--- src/rtl/signal_measure_multi.sv ---
// Multi-period frequency/duty measurement: accumulates 2^k periods of a synchronised input,
// then divides with one shared restoring divider. Optional glitch filter: SMM_GLITCH_FILTER_EN.
module signal_measure_multi #(
  parameter logic [31:0] CLK_FREQ    = 32'd50_000_000,
  parameter int          CNT_W       = 24,
  parameter int          AVG_MAX     = 4,
  parameter int          TIMEOUT_CYC = 2_000_000,
  parameter int          FILT_LEN    = 4
) (
  input  logic             clk,
  input  logic             rst_n,
  input  logic             start,
  input  logic             abort,
  input  logic [3:0]       avg_log2,
  input  logic             sig_in,
  output logic             busy,
  output logic             done,
  output logic             timeout,
  output logic [CNT_W-1:0] period_sum,
  output logic [CNT_W-1:0] high_sum,
  output logic [31:0]      freq,
  output logic [9:0]       duty
);
  localparam int FN_W  = 40;
  localparam int DN_W  = CNT_W + 10;
  localparam int NUM_W = (FN_W > DN_W) ? FN_W : DN_W;
  localparam int WD_W  = $clog2(TIMEOUT_CYC + 1);
  localparam int CYC_W = $clog2(NUM_W + 1);
  localparam logic [3:0]      K_MAX   = 4'(AVG_MAX);
  localparam logic [WD_W-1:0] WD_LAST = WD_W'(TIMEOUT_CYC - 1);

  typedef enum logic [2:0] {S_IDLE, S_ARM, S_MEAS, S_DIV_F, S_DIV_D, S_DONE} state_t;

  state_t             state_q, state_d;
  logic               sync1_q, s_q, sf, sf_prev_q, rise;
  logic [3:0]         k_q, k_d;
  logic [8:0]         edges_q, edges_d;
  logic [CNT_W-1:0]   period_acc_q, period_acc_d, high_acc_q, high_acc_d;
  logic [WD_W-1:0]    wd_q, wd_d;
  logic [NUM_W-1:0]   num_q, num_d, num_step, f_num_al, d_num_al;
  logic [CNT_W-1:0]   rem_q, rem_d;
  logic [CYC_W-1:0]   cyc_q, cyc_d;
  logic [31:0]        freq_tmp_q, freq_tmp_d, freq_q, freq_d;
  logic               timeout_q, timeout_d;
  logic [CNT_W-1:0]   period_sum_q, period_sum_d, high_sum_q, high_sum_d;
  logic [9:0]         duty_q, duty_d;
  logic [CNT_W:0]     trial, diff;
  logic               q_bit, wd_hit, ovf;
  logic [FN_W-1:0]    f_num;
  logic [DN_W-1:0]    d_num;

`ifdef SMM_GLITCH_FILTER_EN
  localparam int FC_W = $clog2(FILT_LEN + 1);
  logic            sf_q, sf_d;
  logic [FC_W-1:0] filt_cnt_q, filt_cnt_d;

  // sf follows s only after s has disagreed with it for FILT_LEN consecutive clocks
  always_comb begin
    sf_d       = sf_q;
    filt_cnt_d = '0;
    if (s_q != sf_q) begin
      if (filt_cnt_q == FC_W'(FILT_LEN - 1)) sf_d = s_q;
      else                                   filt_cnt_d = filt_cnt_q + 1'b1;
    end
  end

  always_ff @(posedge clk or negedge rst_n) begin
    if (!rst_n) begin
      sf_q       <= 1'b0;
      filt_cnt_q <= '0;
    end else begin
      sf_q       <= sf_d;
      filt_cnt_q <= filt_cnt_d;
    end
  end

  assign sf = sf_q;
`else
  assign sf = s_q;
`endif

  assign rise = sf & ~sf_prev_q;

  // Divider step; a borrow out of diff means the trial remainder is below the divisor.
  assign trial    = {rem_q, num_q[NUM_W-1]};
  assign diff     = trial - {1'b0, period_acc_q};
  assign q_bit    = ~diff[CNT_W];
  assign num_step = {num_q[NUM_W-2:0], q_bit};

  // Numerators are left-aligned so quotient bits land in the low end after FN_W/DN_W steps.
  assign f_num    = FN_W'(CLK_FREQ) << k_q;
  assign f_num_al = NUM_W'(f_num) << (NUM_W - FN_W);
  assign d_num    = DN_W'(high_acc_q) * DN_W'(1000);
  assign d_num_al = NUM_W'(d_num) << (NUM_W - DN_W);

  assign wd_hit = (wd_q == WD_LAST) && !rise;
  assign ovf    = &period_acc_q;

  always_comb begin
    state_d      = state_q;
    k_d          = k_q;
    edges_d      = edges_q;
    period_acc_d = period_acc_q;
    high_acc_d   = high_acc_q;
    wd_d         = wd_q;
    num_d        = num_q;
    rem_d        = rem_q;
    cyc_d        = cyc_q;
    freq_tmp_d   = freq_tmp_q;
    timeout_d    = timeout_q;
    period_sum_d = period_sum_q;
    high_sum_d   = high_sum_q;
    freq_d       = freq_q;
    duty_d       = duty_q;
    if (abort) begin
      state_d = S_IDLE;
    end else begin
      case (state_q)
        S_IDLE: if (start) begin
          k_d     = (avg_log2 > K_MAX) ? K_MAX : avg_log2;
          wd_d    = '0;
          state_d = S_ARM;
        end
        S_ARM, S_MEAS: begin
          wd_d = rise ? '0 : wd_q + 1'b1;
          if (wd_hit || (state_q == S_MEAS && ovf)) begin
            state_d      = S_DONE;
            timeout_d    = 1'b1;
            period_sum_d = '0;
            high_sum_d   = '0;
            freq_d       = '0;
            duty_d       = '0;
          end else if (state_q == S_ARM) begin
            if (rise) begin
              period_acc_d = CNT_W'(1);
              high_acc_d   = CNT_W'(1);
              edges_d      = '0;
              state_d      = S_MEAS;
            end
          end else if (rise) begin
            if ((edges_q + 9'd1) == (9'd1 << k_q)) begin
              num_d   = f_num_al;
              rem_d   = '0;
              cyc_d   = '0;
              state_d = S_DIV_F;
            end else begin
              edges_d      = edges_q + 9'd1;
              period_acc_d = period_acc_q + 1'b1;
              high_acc_d   = high_acc_q + 1'b1;
            end
          end else begin
            period_acc_d = period_acc_q + 1'b1;
            high_acc_d   = high_acc_q + CNT_W'(sf);
          end
        end
        S_DIV_F: begin
          num_d = num_step;
          rem_d = q_bit ? diff[CNT_W-1:0] : trial[CNT_W-1:0];
          cyc_d = cyc_q + 1'b1;
          if (cyc_q == CYC_W'(FN_W - 1)) begin
            freq_tmp_d = num_step[31:0];
            num_d      = d_num_al;
            rem_d      = '0;
            cyc_d      = '0;
            state_d    = S_DIV_D;
          end
        end
        S_DIV_D: begin
          num_d = num_step;
          rem_d = q_bit ? diff[CNT_W-1:0] : trial[CNT_W-1:0];
          cyc_d = cyc_q + 1'b1;
          if (cyc_q == CYC_W'(DN_W - 1)) begin
            timeout_d    = 1'b0;
            period_sum_d = period_acc_q;
            high_sum_d   = high_acc_q;
            freq_d       = freq_tmp_q;
            duty_d       = num_step[9:0];
            state_d      = S_DONE;
          end
        end
        S_DONE:  state_d = S_IDLE;
        default: state_d = S_IDLE;
      endcase
    end
  end

  always_ff @(posedge clk or negedge rst_n) begin
    if (!rst_n) begin
      state_q      <= S_IDLE;
      sync1_q      <= 1'b0;
      s_q          <= 1'b0;
      sf_prev_q    <= 1'b0;
      k_q          <= '0;
      edges_q      <= '0;
      period_acc_q <= '0;
      high_acc_q   <= '0;
      wd_q         <= '0;
      num_q        <= '0;
      rem_q        <= '0;
      cyc_q        <= '0;
      freq_tmp_q   <= '0;
      timeout_q    <= 1'b0;
      period_sum_q <= '0;
      high_sum_q   <= '0;
      freq_q       <= '0;
      duty_q       <= '0;
    end else begin
      state_q      <= state_d;
      sync1_q      <= sig_in;
      s_q          <= sync1_q;
      sf_prev_q    <= sf;
      k_q          <= k_d;
      edges_q      <= edges_d;
      period_acc_q <= period_acc_d;
      high_acc_q   <= high_acc_d;
      wd_q         <= wd_d;
      num_q        <= num_d;
      rem_q        <= rem_d;
      cyc_q        <= cyc_d;
      freq_tmp_q   <= freq_tmp_d;
      timeout_q    <= timeout_d;
      period_sum_q <= period_sum_d;
      high_sum_q   <= high_sum_d;
      freq_q       <= freq_d;
      duty_q       <= duty_d;
    end
  end

  always_comb begin
    busy = (state_q != S_IDLE);
    done = (state_q == S_DONE);
  end

  assign timeout    = timeout_q;
  assign period_sum = period_sum_q;
  assign high_sum   = high_sum_q;
  assign freq       = freq_q;
  assign duty       = duty_q;
endmodule

--- config.mk ---
export PLATFORM = sky130hd
export DESIGN_NAME = signal_measure_multi
export DESIGN_NICKNAME = d
export VERILOG_FILES = /design/src/rtl/signal_measure_multi.sv
export SDC_FILE = /design/constraint.sdc
export NUM_CORES = 1
export LEC_CHECK = 0
export CAP_MARGIN = 40
export CORE_MARGIN = 2
export CORE_UTILIZATION = 60
export CTS_BUF_LIST = sky130_fd_sc_hd__clkbuf_8
export DETAILED_ROUTE_END_ITERATION = 7
export HOLD_SLACK_MARGIN = 0.02
export PLACE_DENSITY = 0.8
export SLEW_MARGIN = 20
export SYNTH_ARGS = -nofsm -noshare
export SYNTH_HDL_FRONTEND = slang
export SYNTH_SLANG_ARGS = --single-unit
--- constraint.sdc ---
create_clock -name clk -period 8.1 [get_ports clk]
set_clock_uncertainty 0.2 [all_clocks]
set_input_delay 0.81 -clock clk [delete_from_list [all_inputs] [get_ports clk]]
set_output_delay 0.81 -clock clk [all_outputs]
set_load 0.05 [all_outputs]
# ---- Yosys cells after proc, flatten, opt, wreduce, memory -nomap -nowiden
# Cells that the tools add are included.
dict set report totals {
  register_bits 281
  input_bits 9
  output_inout_bits 93
  wordCells 135
}
dict set report classes {
  n_addsub 7
  n_mul 1
  magnitude_cmp 1
  n_eq_ne 24
  n_shift 2
  n_mux 58
  bitwise 5
  n_reduce_logical 19
}
# op n
set op_table {}
lappend op_table {{24-bit 2-to-1 mux} 16}
lappend op_table {{40-bit 2-to-1 mux} 5}
lappend op_table {{40-bit case mux with 3 select lines} 1}
lappend op_table {{24-bit case mux with 2 select lines} 2}
lappend op_table {{24-bit case mux with 3 select lines} 1}
lappend op_table {{32-bit 2-to-1 mux} 2}
lappend op_table {{32-bit case mux with 2 select lines} 1}
lappend op_table {{24-bit by 1-bit adder with 24-bit output, second input constant} 2}
lappend op_table {{21-bit 2-to-1 mux} 2}
lappend op_table {{21-bit case mux with 2 select lines} 1}
lappend op_table {{26-bit by 4-bit << shifter with 40-bit output, first input constant} 1}
lappend op_table {{9-bit 2-to-1 mux} 4}
lappend op_table {{24-bit by 7-bit multiplier with 31-bit output, second input constant} 1}
lappend op_table {{6-bit 2-to-1 mux} 5}
lappend op_table {{3-bit 2-to-1 mux} 9}
lappend op_table {{25-bit by 24-bit subtractor with 25-bit output} 1}
lappend op_table {{24-bit by 1-bit adder with 24-bit output} 1}
lappend op_table {{24-bit AND reduction} 1}
lappend op_table {{21-bit by 1-bit adder with 21-bit output, second input constant} 1}
lappend op_table {{21-bit == test, second input constant} 1}
lappend op_table {{10-bit 2-to-1 mux} 2}
lappend op_table {{10-bit case mux with 2 select lines} 1}
lappend op_table {{2-bit != test, second input constant} 9}
lappend op_table {{6-bit case mux with 3 select lines} 1}
lappend op_table {{other kinds (29)} 46}

# ---- Longest topological paths before layout
# Gate-level depths: netlist of run 1.
dict set report logic_depth {
  word_depth 8
  depth_mapped 18
}

# ---- Worst setup path after synthesis of run 1
# Ideal clock, no wire load.
dict set report synth_path {
  path_kind {reg2reg}
  from {reg high_acc_q[2]}
  to {reg num_q[37]}
  setup_time_ns 0.124
  arrival_time_ns 4.531
  setup_slack_ns 3.245
  stages_incl_launch_ff 16
  path_cell_list {dfrtp_1 > inv_1 > fa_1 > fa_1 > fa_1 > fa_1 > inv_1 > ha_1 > o21ai_0 > a211oi_1 > a21oi_1 > a2111oi_0 > nor2_1 > a21oi_1 > xnor2_1 > a211o_1}
}
dict set report synth_via {
  elab_chain_cells 3
}
# element line_no
set synth_lines {}
lappend synth_lines {{from (decl)} 38} ;# logic [CNT_W-1:0] period_acc_q, period_acc_d, high_acc_q, high_acc_d;
lappend synth_lines {{from (signal assigned)} 215} ;# high_acc_q <= high_acc_d;
lappend synth_lines {{24-bit by 7-bit multiplier with 31-bit output} 93} ;# assign d_num = DN_W'(high_acc_q) * DN_W'(1000);
lappend synth_lines {{40-bit 2-to-1 mux} 160} ;# if (cyc_q == CYC_W'(FN_W - 1)) begin
lappend synth_lines {{40-bit case mux with 3 select lines} 118} ;# case (state_q)
lappend synth_lines {{to (signal assigned)} 217} ;# num_q <= num_d;
lappend synth_lines {{to (decl)} 40} ;# logic [NUM_W-1:0] num_q, num_d, num_step, f_num_al, d_num_al;
# Every way passes these cells.
# A chain may end at the register's enable or synchronous reset.

# ---- Worst setup path after layout of run 1
# Same ends and word-level chain as after synthesis.

==> run metrics, run 1 <==
dpl hpwl=approximately 33 mm; row count=65; Avg Cell Area, Syn=9.123 um2; initial core utilization=60.43%; via-per-instance ratio=about 6.1; chip width=181.6 um; CP max FO=6; Crit Path Class=flop to flop; synthesized area=approximately 19000 um2; global-route wire length before repair=between 70 and 80 mm; GPL Wtd Cong=0.9292; Final Max Slew Viols=0; Core ar.=~31000 um2; DR WL/cell=~18 um; startpoint types=flop; r2r setup slk=~2.5 ns; largest net degree at the start of global routing=approximately 160; cell taking the most area after synthesis=dfrtp_1; FF+latch area=between 7000 and 8000 um2; clk sinks=about 280; final hold vios=0; first-pass detailed-route iteration total=7; part of the power in the clock network=19.0%; CTS Buffer Depth=3; final WL=45.90 mm; H-tree lvl count=2; fin util=67.90%; hold_buf cts=0; Pleak=9.717 nW; switching share of power=between 40 and 50%; Comb pwr share=a little under three fifths; Post-synth top flop=dfrtp_1; arrival time worst endpoint=about 6 ns; peak supply drop=slightly below 0.3 mV; Worst-Skew Late Latency=approximately 0.58 ns; Crit path required time=around 8.4 ns; grt total ovfl=0; RR Endpoint=num_q[37]; Distinct cells, synth=just under 90; Seq/Total Area, Yosys=approximately 37%; I/O pin count=102; Layout area overhead=12.35%; Layout fillers=approximately 2500; Max Freq=around 0.18 GHz; DIE AREA=32970 um2; Clk pin slew, worst setup/hold paths=0.06 ns; initial DRC count=1434; cell with the most instances after synthesis=nand2_1; Setup-failing EPs final=0; Ant. Diodes=0; RSZ-0062 raised after global routing=false; Total GRT Usage=between 20% and 30%; top cell type's share of synthesized area=37.16%; Synth Register Bits=~280; post-CTS setup buffers=0; CTS tree=yes; cell-internal power=3.880 mW; footprint of the multi-input gates=approximately 11000 um2; hold_ws=around 0.063 ns; Pwr Total=between 7 and 8 mW; worst slew pin tran=0.9540 ns; Clock Tree Root=clkbuf_8; vias in the first global route=about 15000; CTS buffer count=48; layout cells sized above 1=7.271%; Post-Syn Nets=2269; Final Cycle Share=69.20%; Min-Delay Path Class=input pin to async pin; status=complete, no violations; Crit. End Element=flop; Final ANT Viol Nets=0; top post-synthesis cells by area=dfrtp_1 37%, fa_1 9.2%, ha_1 6.5%; Post-CTS Resized=0; PD cells=between 300 and 400 nW/um2; Post-synth EDFFs=0; PortBufs=101; Residual DRC=0; synth warn=0; chip height=181.6 um; Fin Setup TNS=0 ns; Net Sw Power=3.143 mW; Flop pwr share=about a quarter; Synth Instances=between 2000 and 2500; top post-synthesis cells by count=313 x nand2_1, 281 x dfrtp_1, 171 x inv_1; R2R depth=15; Max Cap Viol=0; Max-slew headroom=36.40%; Layout Nets=about 2300; post-layout minimum cycle time=roughly 5.6 ns; initial antenna violation count=0; r2r startpoint=high_acc_q[2]; Vias=around 16000; ys async rst share=100.0%
## power groups by stage
stage               clock [mW]  sequential [mW]  combinational, mW
floorplan                    0             1.72               3.03
global placement             0             1.79               3.72
detailed placement           0             1.80               3.82
CTS                       1.36             1.78               3.84
global route              1.43             1.78               4.38
finish                    1.33             1.76               3.93
## cells by family after synthesis
| logic type | count (synthesis) | share of synthesized area (%) |
|---|---|---|
| compound gates | 502 | 17.47 |
| flops | 281 | 37.16 |
| fa+ha+maj | 186 | 15.75 |
| simple gates | 707 | 17.47 |
| buf+inv | 278 | 5.859 |
| xor+xnor | 56 | 2.691 |
| mux | 64 | 3.597 |
## flip-flops by register name (all words and copies together), names as in the netlist
register and count:
high_acc_q 24, s_q 1, period_acc_q 24, sf_prev_q 1
k_q 4, high_sum 24, duty 10, timeout 1
edges_q 9, num_q 40, cyc_q 6, sync1_q 1
freq 32, wd_q 21, rem_q 24, period_sum 24
state_q 3, freq_tmp_q 32
## area by class of cell
| type | instances | area share [%] |
|---|---|---|
| multi-input cells | 1515 | 50.99 |
| flip-flops and latches | 281 | 33.08 |
| repair buffers | 121 | 5.862 |
| clock buffers | 58 | 3.755 |
| inverters | 171 | 3.019 |
| well taps | 402 | 2.366 |
| clock inverters | 27 | 0.9299 |
## worst max-delay path, stage by stage (launching register included)
cell and delay [ns]:
dfrtp_1 0.48, inv_1 0.19, fa_1 0.60, fa_1 0.45, fa_1 0.52, fa_1 0.53
inv_1 0.05, ha_1 0.36, o21ai_0 0.15, a211oi_1 0.29, a21oi_1 0.21, a2111oi_0 0.72
nor2_1 0.17, a21oi_1 0.19, xnor2_1 0.09, a211o_1 0.29
## cell usage in the layout, fill, tap and decap left out, types with 7 or more instances in the layout
cell	n
ha_1	99
a31oi_1	21
dfrtp_1	281
a211o_1	7
nand4_1	26
xnor2_1	38
buf_4	12
clkdlybuf4s50_1	100
nand2b_1	16
o31ai_1	72
a222oi_1	13
and2_1	10
mux2_2	32
or3_1	12
inv_1	188
clkbuf_8	58
xor2_1	17
nor4_1	9
nand3_1	105
a221oi_1	11
nor2_1	118
nor2b_1	9
or4_1	9
fa_1	87
o21ai_1	61
o21ai_0	111
nand2_1	312
and3_1	19
a211oi_1	15
o41ai_1	7
nor3_1	24
a21o_1	21
mux2i_1	32
a21oi_1	86
## worst max path at each step
| stage | slack, ns | endpoint | startpoint | cells past startpoint |
|---|---|---|---|---|
| final | 2.49 | num_q[37] | high_acc_q[2] | 15 |
| after global routing | 2.31 | num_q[37] | high_acc_q[2] | 15 |
| after CTS | 2.63 | num_q[37] | high_acc_q[2] | 15 |
| after detailed placement | 2.65 | num_q[37] | high_acc_q[2] | 15 |
| after global placement | 2.78 | num_q[37] | high_acc_q[2] | 15 |
| after floorplan | 3.25 | num_q[37] | high_acc_q[2] | 15 |
## stage by stage
step / setup slack, ns / std cells / instance area [um2]
2_1_floorplan: 3.245 / 2074 / 18920
3_3_place_gp: 2.780 / 2483 / 20160
3_5_place_dp: 2.650 / 2487 / 20230
4_1_cts: 2.629 / 2572 / 21220
5_1_grt: 2.311 / 2575 / 21260
6_report: 2.495 / 2575 / 21260
## metal layers
metal  vias up  GRT usage [%]  part of all wire, %
met2       558          45.26                   46
li1       7434              -                    -
met3        91          4.693                  6.8
met5         -              0                    0
met4         0          8.195                  2.4
met1      7690          40.34                   45
Power figures use the tool's default switching activity.
==> inputs of run 2 (changes only) <==
==> constraint.sdc (replaced) <==
create_clock -name clk -period 5.3 [get_ports clk]
set_clock_uncertainty 0.2 [all_clocks]
set_input_delay 0.53 -clock clk [delete_from_list [all_inputs] [get_ports clk]]
set_output_delay 0.53 -clock clk [all_outputs]
set_load 0.05 [all_outputs]
==> run 2 against run 1 <==
Clock-buffer cell count rose by 6. Die area did not move. Routed wire length rose by 3.4%.
==> run metrics, run 2 (same netlist as run 1, synthesis figures left out) <==
FF+latch area=7034 um2 (about the same); Worst-Skew Late Latency=0.60 ns (+0.02 ns); Pleak=9.899 nW (+1.9%); initial DRC count=1305 (-9.0%); Crit. End Element=flop; Net Sw Power=5.032 mW (+60%); largest net degree at the start of global routing=119 (-26%); via-per-instance ratio=6.110 (-0.25%); Clock Tree Root=clkbuf_8; Fin Setup TNS=0 ns (unchanged); first-pass detailed-route iteration total=6 (-1); initial antenna violation count=0 (unchanged); Setup-failing EPs final=0 (unchanged); Layout fillers=2384 (-3.3%); GPL Wtd Cong=0.9664 (+4.0%); post-layout minimum cycle time=5.185 ns (-0.4207 ns); Clk pin slew, worst setup/hold paths=0.06 ns (about the same); Crit Path Class=flop to flop; Ant. Diodes=0 (unchanged); Core ar.=31310 um2 (unchanged); PD cells=526.4 nW/um2 (+59%); H-tree lvl count=2 (unchanged); CTS Buffer Depth=3 (unchanged); Biggest register=num_q; Final ANT Viol Nets=0 (unchanged); peak supply drop=0.4188 mV (+43%); status=complete, no violations; Min-Delay Path Class=input pin to flop; Crit path required time=5.57 ns (-2.79 ns); footprint of the multi-input gates=10860 um2 (+0.17%); CTS buffer count=49 (+2.1%); global-route wire length before repair=79.70 mm (+3.3%); Flop pwr share=23.5% (-1.6 points); non-filler cells, final=2610 (+1.4%); clk sinks=281 (unchanged); startpoint types=flop; DR WL/cell=18.18 um (+2.0%); CP max FO=6 (unchanged); hold_ws=0.1822 ns (+0.1192 ns); vias in the first global route=15860 (+3.1%); worst slew pin tran=0.8683 ns (-0.08564 ns); chip width=181.6 um (unchanged); Final Cycle Share=97.82% (+29 points); Max Cap Viol=0 (unchanged); r2r setup slk=0.12 ns (-2.38 ns); Residual DRC=0 (unchanged); final WL=47.45 mm (+3.4%); Layout Nets=2363 (+1.3%); cell-internal power=6.359 mW (+64%); CTS tree=yes; initial core utilization=60.43% (unchanged); pre-CTS setup slack=0.07798 ns (-2.572 ns); part of the power in the clock network=19.4% (+0.4 points); commonest non-fill, non-tap cell in the layout=nand2_1; I/O pin count=102 (unchanged); grt total ovfl=0 (unchanged); Max-slew headroom=42.11% (+5.7 points); arrival time worst endpoint=5.45 ns (-0.42 ns); commonest non-fill, non-tap cells in the layout=312 x nand2_1, 279 x dfrtp_1, 178 x inv_1, 118 x nor2_1, 108 x o21ai_0; Total GRT Usage=29.29% (+0.92 points); final hold vios=0 (unchanged); fin util=69.11% (+1.2 points); Vias=15947 (+1.1%); PortBufs=101 (unchanged); dpl hpwl=34.13 mm (+3.6%); chip height=181.6 um (unchanged); DIE AREA=32970 um2 (unchanged); Max Freq=0.1929 GHz (+8.1%); Final Max Slew Viols=0 (unchanged); worst setup margin=0.1153 ns (-2.379 ns); layout cells sized above 1=9.375% (+2.1 points); Layout area overhead=14.36%; row count=65 (unchanged); RSZ-0062 raised after global routing=true; Comb pwr share=57.0% (+1.1 points); switching share of power=44.18% (-0.58 points); max reg flops=40 (unchanged); placed cell count=2514 (+1.1%)
run 2: through the flow:
step | cell area (um2) | power (mW)
global placement | 20370 | 8.605
global route | 21640 | 12.21
floorplan | 18920 | 7.269
detailed placement | 20440 | 8.964
finish | 21640 | 11.39
CTS | 21570 | 11.22
run 2: path summary, 6_finish.rpt:
check | startpoint | to | depth (start not counted)
min in group asynchronous | rst_n | num_q[17] | 2
min | sig_in | sync1_q | 1
min reg2reg | sync1_q | s_q | 0
max in group asynchronous | rst_n | high_acc_q[9] | 3
max reg2reg | high_acc_q[9] | num_q[37] | 17
max | high_acc_q[9] | num_q[37] | 17
run 2: per-layer routing:
metal	GRT usage [%]	vias up	share of wire, %
li1	-	7503	-
met1	41.03	7745	44
met3	4.272	99	6.9
met2	47.30	600	47
met5	0	-	0
met4	9.561	0	2.7
run 2: cell type report:
class	instances	area share, %
flip-flops and latches	281	32.51
repair buffers	150	6.834
clock inverters	27	1.099
well taps	402	2.324
multi-input cells	1515	50.18
inverters	171	2.984
clock buffers	64	4.071
run 2: critical path, stage by stage (launching register included):
cell	delay, ns
dfrtp_2	0.41
clkinvlp_4	0.17
fa_1	0.59
fa_1	0.45
fa_1	0.49
fa_1	0.51
inv_1	0.04
ha_1	0.38
a21oi_2	0.18
nor2_1	0.09
a2111oi_1	0.47
buf_4	0.21
a2111oi_2	0.04
buf_4	0.16
nor2_1	0.16
a21oi_1	0.10
xnor2_1	0.13
a211o_1	0.29
run 2: power by group through the flow:
stage / Combinational [mW] / Sequential [mW] / Clock (mW)
floorplan: 4.64 / 2.63 / 0
global placement: 5.88 / 2.72 / 0
detailed placement: 6.23 / 2.74 / 0
CTS: 6.28 / 2.70 / 2.24
global route: 7.16 / 2.71 / 2.34
finish: 6.50 / 2.68 / 2.21
run 2: timing repair:
item	4_1_cts	5_1_grt
resized for setup	0	18
hold buffers	1	0
setup endpoints to repair	0	10
buffers inserted	0	2
hold endpoints to repair	93	0
==> inputs of run 3 (changes only) <==
==> constraint.sdc (replaced) <==
create_clock -name clk -period 5.3 [get_ports clk]
set_clock_uncertainty 0.2 [all_clocks]
set_input_delay 1.06 -clock clk [delete_from_list [all_inputs] [get_ports clk]]
set_output_delay 1.06 -clock clk [all_outputs]
set_load 0.05 [all_outputs]
==> run 3 against run 2 <==
Clock power is 4% higher. Combinational power decreased by 1%. Sequential cell count is the same. Register-to-register slack better by 0.10 ns. Critical endpoint is now num_q[34]. Largest power group unchanged. Highest routed layer is now met5.
==> run metrics, run 3 (same netlist as run 1, synthesis figures left out) <==
PD cells=525.1 nW/um2 (-0.24%); CTS Buffer Depth=3 (unchanged); Residual DRC=0 (unchanged); non-filler cells, final=2613 (+0.11%); Final Cycle Share=95.92% (-1.9 points); Ant. Diodes=0 (unchanged); global-route wire length before repair=79.09 mm (-0.76%); Clock Tree Root=clkbuf_8; GPL Wtd Cong=0.9833 (+1.7%); Layout area overhead=14.92%; startpoint types=flop; hold_sp=sync1_q; r2r startpoint=high_acc_q[12]; via-per-instance ratio=6.160 (+0.82%); Worst Hold Path Cells=0 (-1); post-layout minimum cycle time=5.084 ns (-0.1012 ns); Setup-failing EPs final=0 (unchanged); Top Family by Delay on Critical Path=adder cells; placed cell count=2503 (-0.44%); fin util=69.45% (+0.34 points); PortBufs=101 (unchanged); R2R depth=17 (unchanged); Fin Setup TNS=0 ns (unchanged); initial DRC count=1501 (+15%); worst slew pin tran=0.9560 ns (+0.08767 ns); Crit. End Element=flop; Hold Path End=s_q; CTS tree=yes; crit-path max cell delay=0.57 ns (-0.02 ns); Crit path required time=5.62 ns (+0.05 ns); Top Metal Used=met5; Core ar.=31310 um2 (unchanged); commonest non-fill, non-tap cells in the layout=312 x nand2_1, 275 x dfrtp_1, 169 x inv_1, 118 x nor2_1, 110 x o21ai_0; Worst path slowest cell=fa_1; I/O pin count=102 (unchanged); Met1 Routed Length=20.92 mm (+0.65%); RR Endpoint=num_q[34]; initial core utilization=60.43% (unchanged); Vias=16097 (+0.94%); Crit Path Class=flop to flop; dpl hpwl=33.42 mm (-2.1%); CTS buffer count=48 (-2.0%); r2r setup slk=0.22 ns (+0.10 ns); Final ANT Viol Nets=0 (unchanged); final WL=47.44 mm (about the same); clk sinks=281 (unchanged); Layout Nets=2367 (+0.17%); grt total ovfl=0 (unchanged); DR WL/cell=18.15 um (-0.15%); Max Freq=0.1967 GHz (+2.0%); Final Max Slew Viols=0 (unchanged); H-tree lvl count=2 (unchanged); Clk pin slew, worst setup/hold paths=0.07 ns (about the same); Biggest register=num_q; Pleak=9.916 nW (+0.17%); layout cells sized above 1=10.31% (+0.94 points); peak supply drop=0.5011 mV (+20%); largest net degree at the start of global routing=126 (+5.9%); Total GRT Usage=29.17% (-0.12 points); Min-Delay Path Class=flop to flop; first-pass detailed-route iteration total=7 (+1); worst path buffer plus inverter count=4 (unchanged); routed wl met3=3.387 mm (+3.5%); WL met2=21.47 mm (-2.9%); initial antenna violation count=1 (+1); DIE AREA=32970 um2 (unchanged); CP max FO=7 (+1); arrival time worst endpoint=5.40 ns (-0.05 ns); max reg flops=40 (unchanged); Worst-Skew Late Latency=0.61 ns (about the same); most frequent cell on the critical path=fa_1; vias in the first global route=15795 (-0.41%); final hold vios=0 (unchanged); chip height=181.6 um (unchanged); Max Cap Viol=0 (unchanged); chip width=181.6 um (unchanged); Max-slew headroom=36.27% (-5.8 points); row count=65 (unchanged); commonest non-fill, non-tap cell in the layout=nand2_1; status=complete, no violations; worst-path cell chain=clkinvlp_4 -> buf_4 -> fa_1 -> fa_1 -> fa_1 -> fa_1 -> inv_1 -> ha_1 -> nor2_1 -> nor2_1 -> o41ai_2 -> buf_4 -> o21a_1 -> o21ai_1 -> a21oi_1 -> or3_1 -> a41oi_1
==> run 3: cell count changes in the layout (fill, tap and decap cells not counted), sizes merged, moves of 2 or more <==
cell | previous run | this run
bufinv | 4 | 6
inv | 185 | 173
clkinv | 4 | 11
clkinvlp | 5 | 8
clkbuf | 64 | 62
buf | 49 | 55
==> run 3: where the power goes <==
part / internal [mW] / total, mW / leakage (nW) / switching [mW]
Clock: 1.35 / 2.30 / 0.624 / 0.947
Combinational: 2.66 / 6.43 / 5.48 / 3.77
Sequential: 2.39 / 2.69 / 3.81 / 0.298
==> run 3: metrics by stage <==
step                      power, mW  instance area, um2  setup slack, ns  hold slack, ns
after CTS                     11.20               21490         0.007626          0.2029
after global placement        8.538               20280           0.1454          0.1961
final                         11.42               21750           0.2165          0.1899
after floorplan               7.269               18920           0.4454          0.1312
after global routing          12.23               21750         -0.01706          0.2024
after detailed placement      8.864               20340          0.02706          0.1982
==> run 3: repair_timing <==
action                                 in CTS  in global routing
hold buffers                                0                  0
setup endpoints to repair                   0                 13
endpoints found under the hold margin       0                  0
buffers inserted                            0                 18
gates resized for setup                     0                 26
==> run 3: area by class of cell <==
cell class	instances	area, um2
fillers	2371	9565
multi-input cells	1515	10880
repair buffers	155	1506
inverters	171	668.1
flip-flops and latches	281	7039
clock inverters	27	296.5
well taps	402	503.0
clock buffers	62	853.3
==> run 3: metal layers <==
metal | vias up | track usage [%]
met2 | 653 | 46.01
met1 | 7805 | 41.13
met5 | - | 0.8889
met4 | 4 | 11.12
met3 | 127 | 4.292
li1 | 7508 | -
==> run 3: worst max-delay path by stage <==
stage                              start  slack (ns)  cells after the start         to
after floorplan            high_acc_q[2]        0.45                     15  num_q[37]
after global placement     high_acc_q[9]        0.15                     16  num_q[38]
after detailed placement  high_acc_q[11]        0.03                     17  num_q[37]
after CTS                 high_acc_q[10]       0.008                     17  num_q[37]
after global routing       high_acc_q[9]       -0.02                     16  num_q[37]
final                     high_acc_q[12]        0.22                     17  num_q[34]
